## src/rtl/program_loader.sv

```systemverilog
// program_loader: loads instruction memory from a host byte stream, then releases the CPU.
// Frame format: SYNC_BYTE, word count N (1..MEM_DEPTH), then N 32-bit little-endian words.
// Ports:
//   clk, rst            rising-edge clock, asynchronous active-low reset
//   byte_data/valid     incoming stream byte; byte_ready is the registered accept signal
//   reload              synchronous abort/restart pulse, overrides every transition
//   imem_we/addr/wdata  instruction memory write port, one strobe per assembled word
//   cpu_run, done       image fully loaded, processor may execute
//   error               illegal word count received
module program_loader #(
  parameter int unsigned WORD_SIZE = 32,
  parameter int unsigned MEM_DEPTH = 32,
  parameter int unsigned ADDR_W    = $clog2(MEM_DEPTH),
  parameter logic [7:0]  SYNC_BYTE = 8'hA5
) (
  input  logic                 clk,
  input  logic                 rst,
  input  logic [7:0]           byte_data,
  input  logic                 byte_valid,
  output logic                 byte_ready,
  input  logic                 reload,
  output logic                 imem_we,
  output logic [ADDR_W-1:0]    imem_addr,
  output logic [WORD_SIZE-1:0] imem_wdata,
  output logic                 cpu_run,
  output logic                 done,
  output logic                 error
);

  localparam int unsigned BYTE_W     = 8;
  localparam int unsigned BYTE_IDX_W = 2;

  typedef enum logic [2:0] {
    ST_IDLE,
    ST_COUNT,
    ST_DATA,
    ST_WRITE,
    ST_DONE,
    ST_ERR
  } state_e;

  state_e                state_q, state_d;
  logic [BYTE_IDX_W-1:0] byte_idx_q, byte_idx_d;
  logic [ADDR_W-1:0]     word_idx_q, word_idx_d;
  logic [ADDR_W-1:0]     last_idx_q, last_idx_d;
  logic [WORD_SIZE-1:0]  word_q, word_d;
  logic [ADDR_W-1:0]     imem_addr_q, imem_addr_d;
  logic [WORD_SIZE-1:0]  imem_wdata_q, imem_wdata_d;
  logic                  imem_we_q, imem_we_d;
  logic                  byte_ready_q, byte_ready_d;
  logic                  done_q, done_d;
  logic                  cpu_run_q, cpu_run_d;
  logic                  error_q, error_d;
  logic                  accept_c;

  assign accept_c = byte_valid && byte_ready_q;

  // Next-state and registered-output decode
  always_comb begin
    state_d      = state_q;
    byte_idx_d   = byte_idx_q;
    word_idx_d   = word_idx_q;
    last_idx_d   = last_idx_q;
    word_d       = word_q;
    imem_addr_d  = imem_addr_q;
    imem_wdata_d = imem_wdata_q;

    if (reload) begin
      state_d    = ST_IDLE;
      byte_idx_d = '0;
      word_idx_d = '0;
    end else begin
      case (state_q)
        ST_IDLE: begin
          if (accept_c && (byte_data == SYNC_BYTE)) state_d = ST_COUNT;
        end
        ST_COUNT: begin
          if (accept_c) begin
            if ((byte_data == 8'd0) || (32'(byte_data) > MEM_DEPTH)) begin
              state_d = ST_ERR;
            end else begin
              // Store N-1 so the final-word test is a plain equality on the index
              last_idx_d = ADDR_W'(32'(byte_data) - 32'd1);
              word_idx_d = '0;
              byte_idx_d = '0;
              state_d    = ST_DATA;
            end
          end
        end
        ST_DATA: begin
          if (accept_c) begin
            // Shift right so the first byte of the word ends up in the low lane
            word_d     = {byte_data, word_q[WORD_SIZE-1:BYTE_W]};
            byte_idx_d = byte_idx_q + BYTE_IDX_W'(1);
            if (byte_idx_q == BYTE_IDX_W'(3)) begin
              imem_addr_d  = word_idx_q;
              imem_wdata_d = word_d;
              state_d      = ST_WRITE;
            end
          end
        end
        ST_WRITE: begin
          word_idx_d = word_idx_q + ADDR_W'(1);
          state_d    = (word_idx_q == last_idx_q) ? ST_DONE : ST_DATA;
        end
        default: state_d = state_q;
      endcase
    end

    imem_we_d    = (state_d == ST_WRITE);
    byte_ready_d = (state_d == ST_IDLE) || (state_d == ST_COUNT) || (state_d == ST_DATA);
    done_d       = (state_d == ST_DONE);
    cpu_run_d    = (state_d == ST_DONE);
    error_d      = (state_d == ST_ERR);
  end

  // State and output registers
  always_ff @(posedge clk or negedge rst) begin
    if (!rst) begin
      state_q      <= ST_IDLE;
      byte_idx_q   <= '0;
      word_idx_q   <= '0;
      last_idx_q   <= '0;
      word_q       <= '0;
      imem_addr_q  <= '0;
      imem_wdata_q <= '0;
      imem_we_q    <= 1'b0;
      byte_ready_q <= 1'b0;
      done_q       <= 1'b0;
      cpu_run_q    <= 1'b0;
      error_q      <= 1'b0;
    end else begin
      state_q      <= state_d;
      byte_idx_q   <= byte_idx_d;
      word_idx_q   <= word_idx_d;
      last_idx_q   <= last_idx_d;
      word_q       <= word_d;
      imem_addr_q  <= imem_addr_d;
      imem_wdata_q <= imem_wdata_d;
      imem_we_q    <= imem_we_d;
      byte_ready_q <= byte_ready_d;
      done_q       <= done_d;
      cpu_run_q    <= cpu_run_d;
      error_q      <= error_d;
    end
  end

  assign byte_ready = byte_ready_q;
  assign imem_we    = imem_we_q;
  assign imem_addr  = imem_addr_q;
  assign imem_wdata = imem_wdata_q;
  assign done       = done_q;
  assign cpu_run    = cpu_run_q;
  assign error      = error_q;

endmodule

```

## config.mk

```make
export PLATFORM = sky130hd
export DESIGN_NAME = program_loader
export DESIGN_NICKNAME = d
export VERILOG_FILES = /design/src/rtl/program_loader.sv
export SDC_FILE = /design/constraint.sdc
export NUM_CORES = 1
export LEC_CHECK = 0
export CORE_ASPECT_RATIO = 1.75
export CORE_MARGIN = 8
export CORE_UTILIZATION = 57
export CTS_CLUSTER_SIZE = 40
export DETAILED_ROUTE_END_ITERATION = 8
export PLACE_DENSITY = 0.83
export SKIP_CTS_REPAIR_TIMING = 1
export SLEW_MARGIN = 15
export SYNTH_ARGS = -nofsm -noshare
export SYNTH_HDL_FRONTEND = slang
export SYNTH_SLANG_ARGS = --single-unit
```

## constraint.sdc

```tcl
create_clock -name clk -period 6.05 [get_ports clk]
set_input_delay 0.605 -clock clk [delete_from_list [all_inputs] [get_ports clk]]
set_output_delay 0.605 -clock clk [all_outputs]
set_load 0.01 [all_outputs]
```

Word-level counts from Yosys, hierarchy flattened

Index checks and enable logic that the tools add are counted.

Add/sub/neg operators: 3
Order comparisons: 1
Equality and inequality tests: 14
Mux-type cells: 17
Bitwise operators: 2
Reduce and logical (&&, ||, !) cells: 15

Operator list:

| cell                                                                            | number |
|---|---|
| 3-bit 2-to-1 mux                                                                | 7 |
| 5-bit 2-to-1 mux                                                                | 3 |
| 3-bit by 2-bit == test with 1-bit output, second input constant                 | 4 |
| 3-bit case mux with 4 select lines                                              | 1 |
| 4-bit AND reduction                                                             | 3 |
| 5-bit case mux with 2 select lines                                              | 1 |
| 3-bit inequality test, second input constant                                    | 3 |
| 8-bit == test, second input constant                                            | 1 |
| 8-bit by 6-bit greater-than comparator with 1-bit output, second input constant | 1 |
| 8-bit logical NOT                                                               | 1 |
| 2-bit 2-to-1 mux                                                                | 4 |
| 3-bit by 1-bit == test with 1-bit output, second input constant                 | 2 |
| 3-bit == test, second input constant                                            | 2 |
| 3-bit logical NOT                                                               | 2 |
| 3-bit AND reduction                                                             | 2 |
| 3-bit nonzero test                                                              | 2 |
| 5-bit by 1-bit adder with 5-bit output, second input constant                   | 1 |
| 5-bit == test                                                                   | 1 |
| 5-bit by 1-bit subtractor with 5-bit output, second input constant              | 1 |
| 2-bit case mux with 2 select lines                                              | 1 |
| 1-bit logical OR                                                                | 3 |
| 2-bit by 1-bit adder with 2-bit output, second input constant                   | 1 |
| 2-bit == test, second input constant                                            | 1 |
| 1-bit logical AND                                                               | 2 |
| 1-bit inverter                                                                  | 2 |

Flip-flop bits (word level): 88
Input bits: 12
Output and inout port bits: 42
Word-level logic and storage cells: 63

Longest topological paths before layout

Word-level depth: 9
Depth in mapped cells: 10
Mapped depth without buffers: 8

Least setup slack after synthesis

OpenSTA, ideal clock, no wires.

Kind: input -> register
Start point: input byte_data[1]
End point: register imem_wdata_q[16], in the netlist imem_wdata[16]
Library setup time: 0.125 ns
Arrival: 2.424 ns
Required time: 5.925 ns
Setup slack: 3.501 ns
Stages on the path: 10
Path buffers: 2
Cell sequence: inv_1 > ha_1 > nor4b_2 > mux2_4 > nand3_1 > a32o_2 > nand3_2 > buf_6 > buf_12 > mux2_4

RTL lines:

| element              | line | RTL |
|---|---|---|
| start, declared      | 18   | `input logic [7:0] byte_data,` |
| end signal, assigned | 139  | `imem_wdata_q <= imem_wdata_d;` |
| end, declared        | 48   | `logic [WORD_SIZE-1:0] imem_wdata_q, imem_wdata_d;` |

==> run_results.csv <==
group,metric,value,unit
status,status,"complete, no violations",
routing,viasPerCell,5.37,
sta,rsz0062_at_grt,"false",
setup_path,critPathSlowestCell,"clkdlybuf4s50_1",
clock_tree,clk_latency,0.35,ns
sta,finalHoldViolations,0,
routing,first_pass_iters,4,
power,pwr_density_cell,234,mW/mm2
sta,worstMarginPinSlew,0.971,ns
clock_tree,cts.clk_slew.worst_paths,0.08,ns
sta,slew_violations,0,
global_route,grt_usage,16.6,%
setup_path,r2r_slack,3.54,ns
layout,drive_gt1_share,16.0,%
routing,routed_wl,6920,um
routing,drc,0,
floorplan,boundaryPins,54,
yosys,synthTopCellsByArea,"dfrtp_1, mux2_4, nand2_1",
yosys,netlist.area_leader.share,58.0,%
clock_tree,cts_tree,"built",
routing,postRouteAntennaNets,0,
setup_path,max_stage_delay,0.50,ns
hold_path,worstHoldPathType,"in2async",
routing,wl_per_cell,16.2,um
floorplan,dieArea,0.00890,mm2
yosys,synth_warnings,0,
layout,final_nets,362,
yosys,synthFlopType,"dfrtp_1",
power,p_total,0.982,mW
sta,fin_worst_hold_slack,0.388,ns
clock_tree,clock-root-buffer,"clkbuf_8",
setup_path,cp_max_fo,38,
global_route,grt_max_degree,81,
clock_tree,cts.sinks,80,
global_route,grt-busiest-layer,"met2",
sta,fin_skew,0.00691,ns
setup_path,critPathKind,"in2reg",
global_route,use_met2,28.5,%
global_route,grt_pass1_wl,11500,um
yosys,async_flop_share,100,%
job,cap_viol_max_count,0,
global_route,grtUsageMet3,3.53,%
setup_path,arrival,3.42,ns
sta,finalCritPeriodShare,52.7,%
global_route,grt_overflow,0,
sta,setup_ws,2.86,ns
setup_path,required,6.28,ns
sta,setup-tns-final,0,ns
clock_tree,cts_buffers,9,
place,dp_slack,2.53,ns
yosys,synth_area,0.00345,mm2
yosys,syn_area_per_cell,11.7,um2
place,io_buffers,53,
floorplan,fp.coreArea,0.00588,mm2
setup_path,startpoint_type,"input port",
place,gp_congestion,0.830,
power,p_leak,2.15,nW
global_route,antenna_found_initial,0,
place,dpl-instance-area,0.00399,mm2
clock_tree,clk_path_buf_depth,2,
power,vdd_drop_max,0.147,mV
layout,postLayoutCoreUtil,71.4,%
yosys,ys_top_cells_by_count,"dfrtp_1, nand2_1, mux2_4",
setup_path,timing.rr.start,"state_q[0]",
place,dp_hpwl,4790,um
yosys,yosysUniqueCellTypes,40,
layout,fill_cells,444,
floorplan,fp.dieH,119,um
setup_path,end_kind,"flip-flop",
routing,vias,2297,
sta,finalSetupViolations,0,
setup_path,critPathBufInv,3,
layout,final_cells,428,
setup_path,path_cells,"clkdlybuf4s50_1 -> inv_1 -> ha_1 -> nor4b_2 -> mux2_4 -> nand3_1 -> a32o_2 -> nand3_2 -> buf_4 -> mux2_2",
yosys,ys_ff_latch,80,
yosys,synth_most_common_cell,"dfrtp_1",
setup_path,critPathTopFamily,"buffers and inverters",
floorplan,die_x,74.8,um
floorplan,initial_core_util,58.7,%
layout,syn_to_final_growth,21.7,%
setup_path,timing.rr.end,"byte_idx_q[0]",
layout,post-route-cell-area,0.00420,mm2
clock_tree,cts-htree-levels,3,
layout,antenna-diode-count,0,
global_route,grt_pass1_vias,2434,
yosys,syn-num-nets,310,
setup_path,critPathLaunch,"byte_data[0]",
yosys,synth_edf_count,0,
routing,drt_iter0_drc,156,
sta,layout_min_cycle_time,3.19,ns
sta,relSlewSlack,35.2,%
yosys,yosys.area.top_type,"dfrtp_1",
yosys,yosysSeqAreaShare,58.0,%
yosys,synth_cells,294,
setup_path,worst_r2r_path_depth,4,
sta,fmax,0.313,GHz
floorplan,rows,37,
place,place_inst,413,
global_route,gr-usage-met1,18.0,%
[report_power, final]
group	internal [mW]	switching [mW]	total, mW
combinational	0.0111	0.0215	0.0326
sequential	0.535	0.000325	0.535
clock	0.228	0.187	0.415
total	0.774	0.208	0.982
[cell usage in the layout, fill, tap and decap left out, types with 2 or more instances in the layout]
master / synthesis / routed
mux2_2: 13 / 13
mux2_4: 20 / 20
xor2_1: 4 / 4
a21oi_1: 8 / 8
o21ai_0: 5 / 5
nor2b_1: 4 / 4
nand4_1: 3 / 3
nand2_1: 73 / 73
xnor2_1: 5 / 5
mux2_1: 6 / 6
nor2_1: 15 / 15
ha_1: 4 / 4
clkbuf_8: 0 / 9
dfrtp_1: 80 / 80
clkinvlp_4: 0 / 2
nor3_1: 6 / 6
clkdlybuf4s50_1: 0 / 52
clkinv_2: 0 / 2
inv_1: 8 / 8
bufinv_16: 0 / 2
buf_4: 2 / 3
nand3_1: 8 / 8
[state kept, by name, summed over array words and instances, names as in the netlist]
name        count
imem_wdata     32
imem_we         1
byte_ready      1
word_idx_q      5
last_idx_q      5
word_q         24
imem_addr       5
state_q         3
cpu_run         1
error           1
byte_idx_q      2
[how the worst max path moves through the flow]
stage | cells past startpoint | end | slack [ns]
2_1_floorplan | 10 | imem_wdata[16] | 3.50
3_3_place_gp | 10 | imem_wdata[10] | 2.63
3_5_place_dp | 10 | imem_wdata[5] | 2.53
4_1_cts | 10 | imem_wdata[11] | 2.86
5_1_grt | 10 | imem_wdata[11] | 2.71
6_report | 10 | imem_wdata[11] | 2.86
[cells by family after synthesis]
group,Yosys count,share of synthesized area (%)
multiplexers,40,15.2
buffers and inverters,22,3.81
XOR/XNOR,9,2.28
AND/OR/NAND/NOR,117,14.9
flip-flops,80,58.0
adder cells (fa/ha/maj),4,1.45
AO/OA/AOI/OAI,22,4.39
[area by class of cell]
cell class                 instances  area, um2  share of cell area, %
sequential                        80       2000                   47.7
tap                               78       97.6                   2.32
multi-input combinational        192       1320                   31.4
clock buffer                       9        124                   2.95
clock inverter                     6       85.1                   2.03
inverter                           8       30.0                  0.715
timing repair buffer              55        543                   12.9
[per-layer routing]
metal / up-vias / share of wire (%) / wire length, um
li1: 1076 / - / -
met1: 1157 / 40 / 2750
met2: 50 / 55 / 3790
met3: 14 / 3.2 / 221
met4: 0 / 2.2 / 155
met5: - / 0 / 0
(Power assumes the default switching activity.)
